[config.mk]
export PLATFORM = sky130hd
export DESIGN_NAME = pic_inta_sequencer
export DESIGN_NICKNAME = d
export VERILOG_FILES = /design/src/rtl/pic_pkg.sv /design/src/rtl/pic_priority_resolver.sv /design/src/rtl/pic_inta_sequencer.sv
export SDC_FILE = /design/constraint.sdc
export NUM_CORES = 1
export LEC_CHECK = 0
export BUFFER_PORTS_ARGS = -buffer_cell sky130_fd_sc_hd__buf_2
export CORE_AREA = 2 2 53 67
export CTS_CLUSTER_SIZE = 24
export DETAILED_ROUTE_END_ITERATION = 16
export DIE_AREA = 0 0 55 69
export PLACE_DENSITY = 0.76
export SLEW_MARGIN = 20
export SYNTH_ARGS = -nofsm -noshare
export SYNTH_HDL_FRONTEND = slang
export SYNTH_SLANG_ARGS = --single-unit
[constraint.sdc]
create_clock -name clk -period 2.2 [get_ports clk]
set_input_delay 0.11 -clock clk [delete_from_list [all_inputs] [get_ports clk]]
set_output_delay 0.11 -clock clk [all_outputs]
set_load 0.01 [all_outputs]
[src/rtl/pic_pkg.sv]
// Shared types and helpers for the 8259A-compatible PIC acknowledge path.
package pic_pkg;

   localparam int PIC_IR_W = 3;
   localparam int PIC_IR_N = 8;

   typedef enum logic [2:0] {
      ST_IDLE = 3'd0,
      ST_REQ  = 3'd1,
      ST_ACK1 = 3'd2,
      ST_GAP  = 3'd3,
      ST_ACK2 = 3'd4,
      ST_DONE = 3'd5
   } pic_inta_state_t;

   function automatic logic [PIC_IR_N-1:0] pic_onehot(input logic [PIC_IR_W-1:0] idx);
      return 8'd1 << idx;
   endfunction

   // Isolates the lowest set bit, which is the highest-priority in-service level.
   function automatic logic [PIC_IR_N-1:0] pic_lowest_set(input logic [PIC_IR_N-1:0] v);
      return v & (~v + 8'd1);
   endfunction

endpackage

[src/rtl/pic_priority_resolver.sv]
// Fixed-priority resolver: lowest eligible IR wins; any in-service bit at or
// below an index blocks that index.
module pic_priority_resolver
   import pic_pkg::*;
(
   input  logic [PIC_IR_N-1:0] irr_priority,
   input  logic [PIC_IR_N-1:0] imr,
   input  logic [PIC_IR_N-1:0] isr,
   output logic                valid,
   output logic [PIC_IR_W-1:0] index
);

   logic blocked_s;

   // Scan from IR0 upward, accumulating the in-service block as we go.
   always_comb begin
      valid     = 1'b0;
      index     = 3'd0;
      blocked_s = 1'b0;
      for (int n = 0; n < PIC_IR_N; n++) begin
         blocked_s = blocked_s | isr[n];
         if (!valid && irr_priority[n] && !imr[n] && !blocked_s) begin
            valid = 1'b1;
            index = PIC_IR_W'(n);
         end else begin
            valid = valid;
         end
      end
   end

endmodule

[src/rtl/pic_inta_sequencer.sv]
// 8086-mode interrupt-acknowledge sequencer with ISR/EOI ownership.
// Optional auto-EOI support is enabled by defining PIC_AEOI_EN.
module pic_inta_sequencer
   import pic_pkg::*;
#(
   parameter logic [PIC_IR_W-1:0] SPURIOUS_IR = 3'd7
) (
   input  logic                clk,
   input  logic                reset,
   input  logic [PIC_IR_N-1:0] irr_priority,
   input  logic [PIC_IR_N-1:0] imr,
   input  logic [4:0]          vector_base,
   input  logic                inta_n,
   input  logic                eoi,
`ifdef PIC_AEOI_EN
   input  logic                aeoi,
`endif
   output logic                int_out,
   output logic                inta_freeze,
   output logic [PIC_IR_N-1:0] inta_1,
   output logic [PIC_IR_N-1:0] isr,
   output logic [PIC_IR_N-1:0] data_out,
   output logic                data_oe
);

   pic_inta_state_t      state_r;
   logic                 inta_prev_r;
   logic [PIC_IR_W-1:0]  latched_ir_r;
   logic                 spurious_r;

   logic                 elig_valid_s;
   logic [PIC_IR_W-1:0]  elig_idx_s;
   logic                 inta_fall_s;
   logic                 inta_rise_s;
   logic                 aeoi_s;
   logic [PIC_IR_N-1:0]  isr_set_s;
   logic [PIC_IR_N-1:0]  isr_clr_s;
   logic [PIC_IR_N-1:0]  isr_next_s;

`ifdef PIC_AEOI_EN
   assign aeoi_s = aeoi;
`else
   assign aeoi_s = 1'b0;
`endif

   assign inta_fall_s = inta_prev_r & ~inta_n;
   assign inta_rise_s = ~inta_prev_r & inta_n;

   pic_priority_resolver u_resolver (
      .irr_priority (irr_priority),
      .imr          (imr),
      .isr          (isr),
      .valid        (elig_valid_s),
      .index        (elig_idx_s)
   );

   // ISR update: clears act on the pre-set value, then the ACK1 grant is applied.
   always_comb begin
      isr_set_s = 8'd0;
      isr_clr_s = 8'd0;
      if (eoi) begin
         isr_clr_s = pic_lowest_set(isr);
      end else begin
         isr_clr_s = 8'd0;
      end
      if ((state_r == ST_DONE) && aeoi_s && !spurious_r) begin
         isr_clr_s = isr_clr_s | pic_onehot(latched_ir_r);
      end else begin
         isr_clr_s = isr_clr_s;
      end
      if ((state_r == ST_REQ) && inta_fall_s && elig_valid_s) begin
         isr_set_s = pic_onehot(elig_idx_s);
      end else begin
         isr_set_s = 8'd0;
      end
      isr_next_s = (isr & ~isr_clr_s) | isr_set_s;
   end

   // Handshake FSM with registered outputs.
   always_ff @(posedge clk) begin
      if (reset) begin
         state_r      <= ST_IDLE;
         inta_prev_r  <= 1'b1;
         latched_ir_r <= 3'd0;
         spurious_r   <= 1'b0;
         int_out      <= 1'b0;
         inta_freeze  <= 1'b0;
         inta_1       <= 8'd0;
         isr          <= 8'd0;
         data_out     <= 8'd0;
         data_oe      <= 1'b0;
      end else begin
         inta_prev_r <= inta_n;
         isr         <= isr_next_s;
         inta_1      <= 8'd0;
         case (state_r)
            ST_IDLE: begin
               if (elig_valid_s) begin
                  state_r <= ST_REQ;
                  int_out <= 1'b1;
               end
            end
            ST_REQ: begin
               if (inta_fall_s) begin
                  state_r     <= ST_ACK1;
                  int_out     <= 1'b0;
                  inta_freeze <= 1'b1;
                  if (elig_valid_s) begin
                     latched_ir_r <= elig_idx_s;
                     inta_1       <= pic_onehot(elig_idx_s);
                     spurious_r   <= 1'b0;
                  end else begin
                     latched_ir_r <= SPURIOUS_IR;
                     spurious_r   <= 1'b1;
                  end
               end else if (!elig_valid_s) begin
                  state_r <= ST_IDLE;
                  int_out <= 1'b0;
               end
            end
            ST_ACK1: begin
               state_r <= ST_GAP;
            end
            ST_GAP: begin
               // The fall detector already implies inta_n went high first.
               if (inta_fall_s) begin
                  state_r  <= ST_ACK2;
                  data_oe  <= 1'b1;
                  data_out <= {vector_base, latched_ir_r};
               end
            end
            ST_ACK2: begin
               if (inta_rise_s) begin
                  state_r <= ST_DONE;
                  data_oe <= 1'b0;
               end
            end
            ST_DONE: begin
               inta_freeze <= 1'b0;
               if (elig_valid_s) begin
                  state_r <= ST_REQ;
                  int_out <= 1'b1;
               end else begin
                  state_r <= ST_IDLE;
               end
            end
            default: begin
               state_r     <= ST_IDLE;
               int_out     <= 1'b0;
               inta_freeze <= 1'b0;
               data_oe     <= 1'b0;
            end
         endcase
      end
   end

endmodule

==> metrics.cfg, run 1 <==
[outcome]
status=completed

[critical_path]
crit_type=register to register
critical_path_required_ns=2.44
worst_path_largest_cell_delay_ns=0.56
cp_max_fo=11
critPathCaptureType=register
start_kind=register
worst_path_max_delay_cell=or4_1
critPathTopFamily=simple AND/OR/NAND/NOR gates
cp.buffers_inverters=0
cp_cell_sequence=nand2b_1 > or4_1 > or3_4 > nor2_2 > a31o_1
cp_data_arrival_time_ns=2.11

[clock_tree]
cts_root_buffer=clkbuf_8
cts_tree=done
numCtsBuffers=5
htreeDepth=2
cts.hold.buffers_added=0
cts_setup_buffers=0
cts.repair.resized=0
cts.path.max_buffers=2
numClockSinks=34
insertion_delay_ns=0.29
path_clk_slew_ns=0.07

[synthesis]
ys_ff_latch=34
synth_warnings=0
synth_largest_area_cell=dfxtp_1
synth_nets=186
synth_cell_types=50
netlist_area_sq_um=1500
synth_top_area_frac=0.455
synth_async_sr_flop_share=0
ys_top_cells_by_count=dfxtp_1, nor2_1, nand2_1
synth.area.top_cells=dfxtp_1, mux2i_1, nor2_1, nand2b_1, nand2_1
synth_most_common_cell=dfxtp_1
post_synth.cell_area_avg_sq_um=9.29
syn_inst=161
yosysSeqAreaShare=0.455
ys.flop_type=dfxtp_1
synth-edff-count=0

[grt]
grt_usage=0.204
grt_pass1_vias=1237
antenna_found_initial=0
grt_start_max_net_pins=23
grt-ovfl-total=0
grt_pass1_wl_um=5670

[route]
routed_via_density=5.45
drt_iter0_markers=12
wl_um=3420
wl_per_cell_um=13.5
ant_nets=0
dr_total_vias=1379
drcViolationCount=0
first_pass_iters=4

[hold_path]
hold_path_class=input port to register

[die]
fp.dieW_um=55
coreArea_sq_um=3170
die_area_sq_um=3800
fp.dieH_um=69
start_util=0.472
rows=23
ioPinCount=52

[sta]
period_minus_slack_ns=1.87
fmax_ghz=0.534
drv_slew=0
fin_setup_tns_ns=0
setup_viol_count_final=0
finalCritPeriodShare=0.851
fin_skew_ns=0.00493
max_slew_margin=0.643
worst_slew_pin_slew_ns=0.534
hold_violations=0
rsz0062_at_grt=no

[power_and_ir_drop]
ir_worst_vdd_uv=624
power.density_nw_per_um2=736
total_leakage_power_nw=0.912

[finish]
fin_nets=241
drive_above_1_share=0.333
syn_to_final_growth_pct=27.4
diodes=0
finalNonFillerCells=253

[placed_design]
gp_congestion=0.818
dp.cells=246
port_buffers=51
hpwl_um=2590

[job]
max_cap_violations=0

[per-stage QoR]
step	setup slack (ns)	instance area (sq um)	hold WS (ns)	utilization	total power, mW
floorplan	0.410	1500	0.217	-	0.772
global placement	0.399	1790	0.330	0.566	0.828
detailed placement	0.357	1790	0.347	0.566	0.830
CTS	0.336	1900	0.0495	0.602	1.41
global route	0.220	1900	0.0625	0.602	1.46
finish	0.328	1900	0.0530	0.602	1.40
[layout make-up]
| cell class | instances | area (sq um) |
|---|---|---|
| clock inverters | 1 | 30.0 |
| multi-input cells | 120 | 787 |
| inverters | 2 | 7.51 |
| clock buffers | 6 | 82.6 |
| fillers | 305 | 1260 |
| well taps | 37 | 46.3 |
| repair buffers | 53 | 270 |
| flip-flops and latches | 34 | 681 |
[report_power, final]
group	total, mW	switching, mW	internal [mW]	leakage, nW
Clock	0.584	0.221	0.362	0.0573
Combinational	0.166	0.0897	0.0765	0.579
Sequential	0.651	0.0186	0.633	0.276
Total	1.40	0.330	1.07	0.912
[worst min-delay path, stage by stage]
cell	delay (ns)
buf_2	0.07
mux2i_1	0.05
nor2_1	0.07
[registers in the layout, summed over array words and instances, names as in the netlist]
register	flops
isr	8
inta_freeze	1
state_r	3
inta_prev_r	1
data_oe	1
int_out	1
latched_ir_r	3
inta_1	8
data_out	8
[metal layers]
layer / part of all wire / vias to the layer above / global-route usage
met3: 0.063 / 5 / 0.0671
met1: 0.42 / 641 / 0.251
met5: 0 / - / 0
met2: 0.50 / 42 / 0.317
li1: - / 691 / -
met4: 0.019 / 0 / 0.0813
[worst paths after layout]
kind,from,end,slack (ns),cells past startpoint
worst min register to register,latched_ir_r[1],latched_ir_r[1],0.45,2
worst min-delay path,vector_base[3],data_out[6],0.05,3
worst max-delay path,state_r[0],isr[4],0.33,5
worst max register to register,state_r[0],isr[4],0.33,5
[kinds of logic (layout without fill, tap and decap cells)]
kind of cell	count (synthesis)	after routing	synth area share
XOR/XNOR	1	1	0.00586
AO/OA/AOI/OAI	34	34	0.159
multiplexers	10	10	0.0678
buffers and inverters	7	62	0.0184
AND/OR/NAND/NOR	75	75	0.294
flip-flops	34	34	0.455
[layout by cell type (no fill, tap or decap), types with 2 or more instances in the layout]
| cell type | n |
|---|---|
| nor3_1 | 6 |
| nand3_1 | 6 |
| or3b_2 | 2 |
| nor2b_1 | 4 |
| clkbuf_8 | 6 |
| a21oi_1 | 5 |
| a31o_1 | 2 |
| nor3b_1 | 5 |
| nand2_1 | 10 |
| o21ai_1 | 2 |
| a21o_1 | 2 |
| buf_4 | 2 |
| o211ai_1 | 2 |
| mux2i_1 | 9 |
| buf_2 | 51 |
| dfxtp_1 | 34 |
| nor2_1 | 19 |
| nand2b_1 | 7 |
| a31oi_1 | 2 |
| inv_1 | 2 |
| o21ai_0 | 7 |
No activity file was read; power rests on OpenSTA's default activity.
==> run 2, diff against run 1 <==
--- a/config.mk
+++ b/config.mk
@@ -5,12 +5,13 @@
 export SDC_FILE = /design/constraint.sdc
 export NUM_CORES = 1
 export LEC_CHECK = 0
+export ABC_AREA = 1
 export BUFFER_PORTS_ARGS = -buffer_cell sky130_fd_sc_hd__buf_2
-export CORE_AREA = 2 2 53 67
+export CORE_AREA = 2 2 54 69
 export CTS_CLUSTER_SIZE = 24
 export DETAILED_ROUTE_END_ITERATION = 16
-export DIE_AREA = 0 0 55 69
-export PLACE_DENSITY = 0.76
+export DIE_AREA = 0 0 56 71
+export PLACE_DENSITY = 0.75
 export SLEW_MARGIN = 20
 export SYNTH_ARGS = -nofsm -noshare
 export SYNTH_HDL_FRONTEND = slang
==> run 2 against run 1 <==
Compared with the run above: non-clock buffer count did not move; highest routed layer unchanged; die area is 4.8% higher; flip-flop and latch count unchanged; via count up 20%.
==> metrics.cfg, run 2 <==
[synthesis]
yosysSeqAreaShare=0.434  ; was 0.455
synth_most_common_cell=nor2_1  ; was dfxtp_1
synth_warnings=0  ; unchanged
synth_nets=254  ; was 186
synth_async_sr_flop_share=0  ; unchanged
synth_top_area_frac=0.434  ; was 0.455
synth.area.top_cells=dfxtp_1, nor2_1, inv_1, nand2_1, o21ai_0  ; was dfxtp_1, mux2i_1, nor2_1, nand2b_1, nand2_1
synth-edff-count=0  ; unchanged
ys_ff_latch=34  ; unchanged
synth_largest_area_cell=dfxtp_1  ; unchanged
netlist_area_sq_um=1570  ; was 1500 sq um
syn_inst=229  ; was 161
ys_top_cells_by_count=nor2_1, inv_1, nand2_1  ; was dfxtp_1, nor2_1, nand2_1
post_synth.cell_area_avg_sq_um=6.85  ; was 9.29 sq um
ys.flop_type=dfxtp_1  ; unchanged
synth_cell_types=25  ; was 50

[power_and_ir_drop]
ir_worst_vdd_uv=585  ; was 624 uV
finalPower_mw=1.71  ; was 1.40 mW
total_leakage_power_nw=1.09  ; was 0.912 nW
power.density_nw_per_um2=867  ; was 736 nW/um^2

[job]
max_cap_violations=0  ; unchanged

[critical_path]
critical_path_required_ns=2.38  ; was 2.44 ns
crit_type=register to register  ; unchanged
r2r-end=isr[6]  ; was isr[4]
r2r-start=isr[0]  ; was state_r[0]
r2r_setup_slack_ns=0.41  ; was 0.33 ns
cp_data_arrival_time_ns=1.97  ; was 2.11 ns
critPathCaptureType=register  ; unchanged
start_kind=register  ; unchanged
cp_max_fo=8  ; was 11
reg2reg_depth=11  ; was 5

[grt]
grt_usage=0.207  ; was 0.204
grt-ovfl-total=0  ; unchanged
grt_start_max_net_pins=14  ; was 23
grt_pass1_vias=1518  ; was 1237
grt_pass1_wl_um=6420  ; was 5670 um
antenna_found_initial=0  ; unchanged

[placed_design]
hpwl_um=2960  ; was 2590 um
gp_congestion=0.962  ; was 0.818
port_buffers=51  ; unchanged
place_area_sq_um=1880  ; was 1790 sq um

[sta]
fmax_ghz=0.558  ; was 0.534 GHz
fin_skew_ns=0.00750  ; was 0.00493 ns
setup_viol_count_final=0  ; unchanged
rsz0062_at_grt=no  ; unchanged
max_slew_margin=0.714  ; was 0.643
hold-worst-slack_ns=0.0304  ; was 0.0530 ns
worst_slew_pin_slew_ns=0.427  ; was 0.534 ns
period_minus_slack_ns=1.79  ; was 1.87 ns
hold_violations=0  ; unchanged
drv_slew=0  ; unchanged
fin_setup_tns_ns=0  ; unchanged
finalCritPeriodShare=0.814  ; was 0.851

[route]
dr_total_vias=1658  ; was 1379
routed_via_density=5.07  ; was 5.45
ant_nets=0  ; unchanged
first_pass_iters=4  ; unchanged
drcViolationCount=0  ; unchanged
wl_per_cell_um=11.7  ; was 13.5 um
drt_iter0_markers=52  ; was 12
wl_um=3840  ; was 3420 um

[clock_tree]
cts.path.max_buffers=2  ; unchanged
cts.hold.buffers_added=0  ; unchanged
path_clk_slew_ns=0.07  ; about the same
cts.repair.resized=0  ; unchanged
cts_tree=done  ; unchanged
numClockSinks=34  ; unchanged
insertion_delay_ns=0.30  ; was 0.29 ns
htreeDepth=2  ; unchanged
numCtsBuffers=5  ; unchanged
cts_setup_buffers=0  ; unchanged
cts_root_buffer=clkbuf_8  ; unchanged

[finish]
fin_nets=312  ; was 241
top_regs=data_out: 8 flops, inta_1: 8 flops, isr: 8 flops  ; unchanged
final_cell_mix=buf_2, nor2_1, inv_1  ; was buf_2, dfxtp_1, nor2_1
drive_above_1_share=0.264  ; was 0.333
fillers=345  ; was 305
final_area_sq_um=1980  ; was 1900 sq um
final_common_cell=buf_2  ; unchanged
final_util=0.587  ; was 0.602
syn_to_final_growth_pct=25.9  ; was 27.4%
diodes=0  ; unchanged

[die]
start_util=0.467  ; was 0.472
fp.dieH_um=71  ; was 69 um
ioPinCount=52  ; unchanged
rows=24  ; was 23
coreArea_sq_um=3360  ; was 3170 sq um
die_area_sq_um=3980  ; was 3800 sq um
fp.dieW_um=56  ; was 55 um

[hold_path]
whs_path_depth=3  ; unchanged
holdCritStartpoint=vector_base[0]  ; was vector_base[3]
min_to=data_out[3]  ; was data_out[6]
hold_path_class=input port to register  ; unchanged

[outcome]
status=completed  ; unchanged

run 2: changes by cell type after synthesis, sizes merged, moves of 4 or more:
cell and change:
inv +39, mux2i -9, nand2 +28, nand2b -7, nand3 +7, nand4 +7, nor2 +32, nor2b -4
nor3 -5, nor3b -6, o21ai +10
run 2: how the worst max path moves through the flow:
stage | from | end | slack (ns) | cells past startpoint
2_1_floorplan | isr[0] | isr[6] | 0.63 | 11
3_3_place_gp | isr[0] | isr[4] | 0.48 | 11
3_5_place_dp | isr[0] | isr[6] | 0.44 | 11
4_1_cts | isr[0] | isr[6] | 0.42 | 11
5_1_grt | isr[0] | isr[6] | 0.21 | 10
6_report | isr[0] | isr[6] | 0.41 | 11
run 2: cells by family after synthesis:
logic type      after synthesis  share of synthesized area
compound gates               33                      0.114
buf+inv                      44                      0.105
flops                        34                      0.434
simple gates                118                      0.347
run 2: per-layer routing:
| metal | global-route usage | part of all wire | vias up |
|---|---|---|---|
| met5 | 0 | 0 | - |
| li1 | - | - | 843 |
| met2 | 0.340 | 0.50 | 57 |
| met4 | 0.119 | 0.029 | 0 |
| met3 | 0.0585 | 0.050 | 14 |
| met1 | 0.239 | 0.42 | 744 |
run 2: layout make-up:
type                            instances  area (sq um)  share of cell area
Sequential cell                        34           681               0.345
Tap cell                               39          48.8              0.0247
Multi-Input combinational cell        151           723               0.366
Inverter                               42           158              0.0798
Clock buffer                            6          82.6              0.0418
Timing Repair Buffer                   53           270               0.137
Clock inverter                          2          12.5             0.00633
run 2: metrics by stage:
step	std cells	worst slack [ns]
floorplan	229	0.634
finish	327	0.409
global placement	319	0.482
global route	327	0.215
detailed placement	319	0.445
CTS	327	0.416
run 2: power breakdown:
part	switching, mW	internal (mW)
clock network	0.231	0.251
registers	0.0555	0.678
logic	0.318	0.179
total	0.604	1.11
run 2: critical path, cell delays in order, from the launching register on:
cell	delay, ns
dfxtp_1	0.45
inv_1	0.09
nand3b_1	0.11
nand2_1	0.10
nor2_2	0.14
nand4_2	0.11
nor2_2	0.17
nand2_2	0.13
nand3_2	0.12
inv_2	0.04
nand2_2	0.13
o21ai_1	0.07
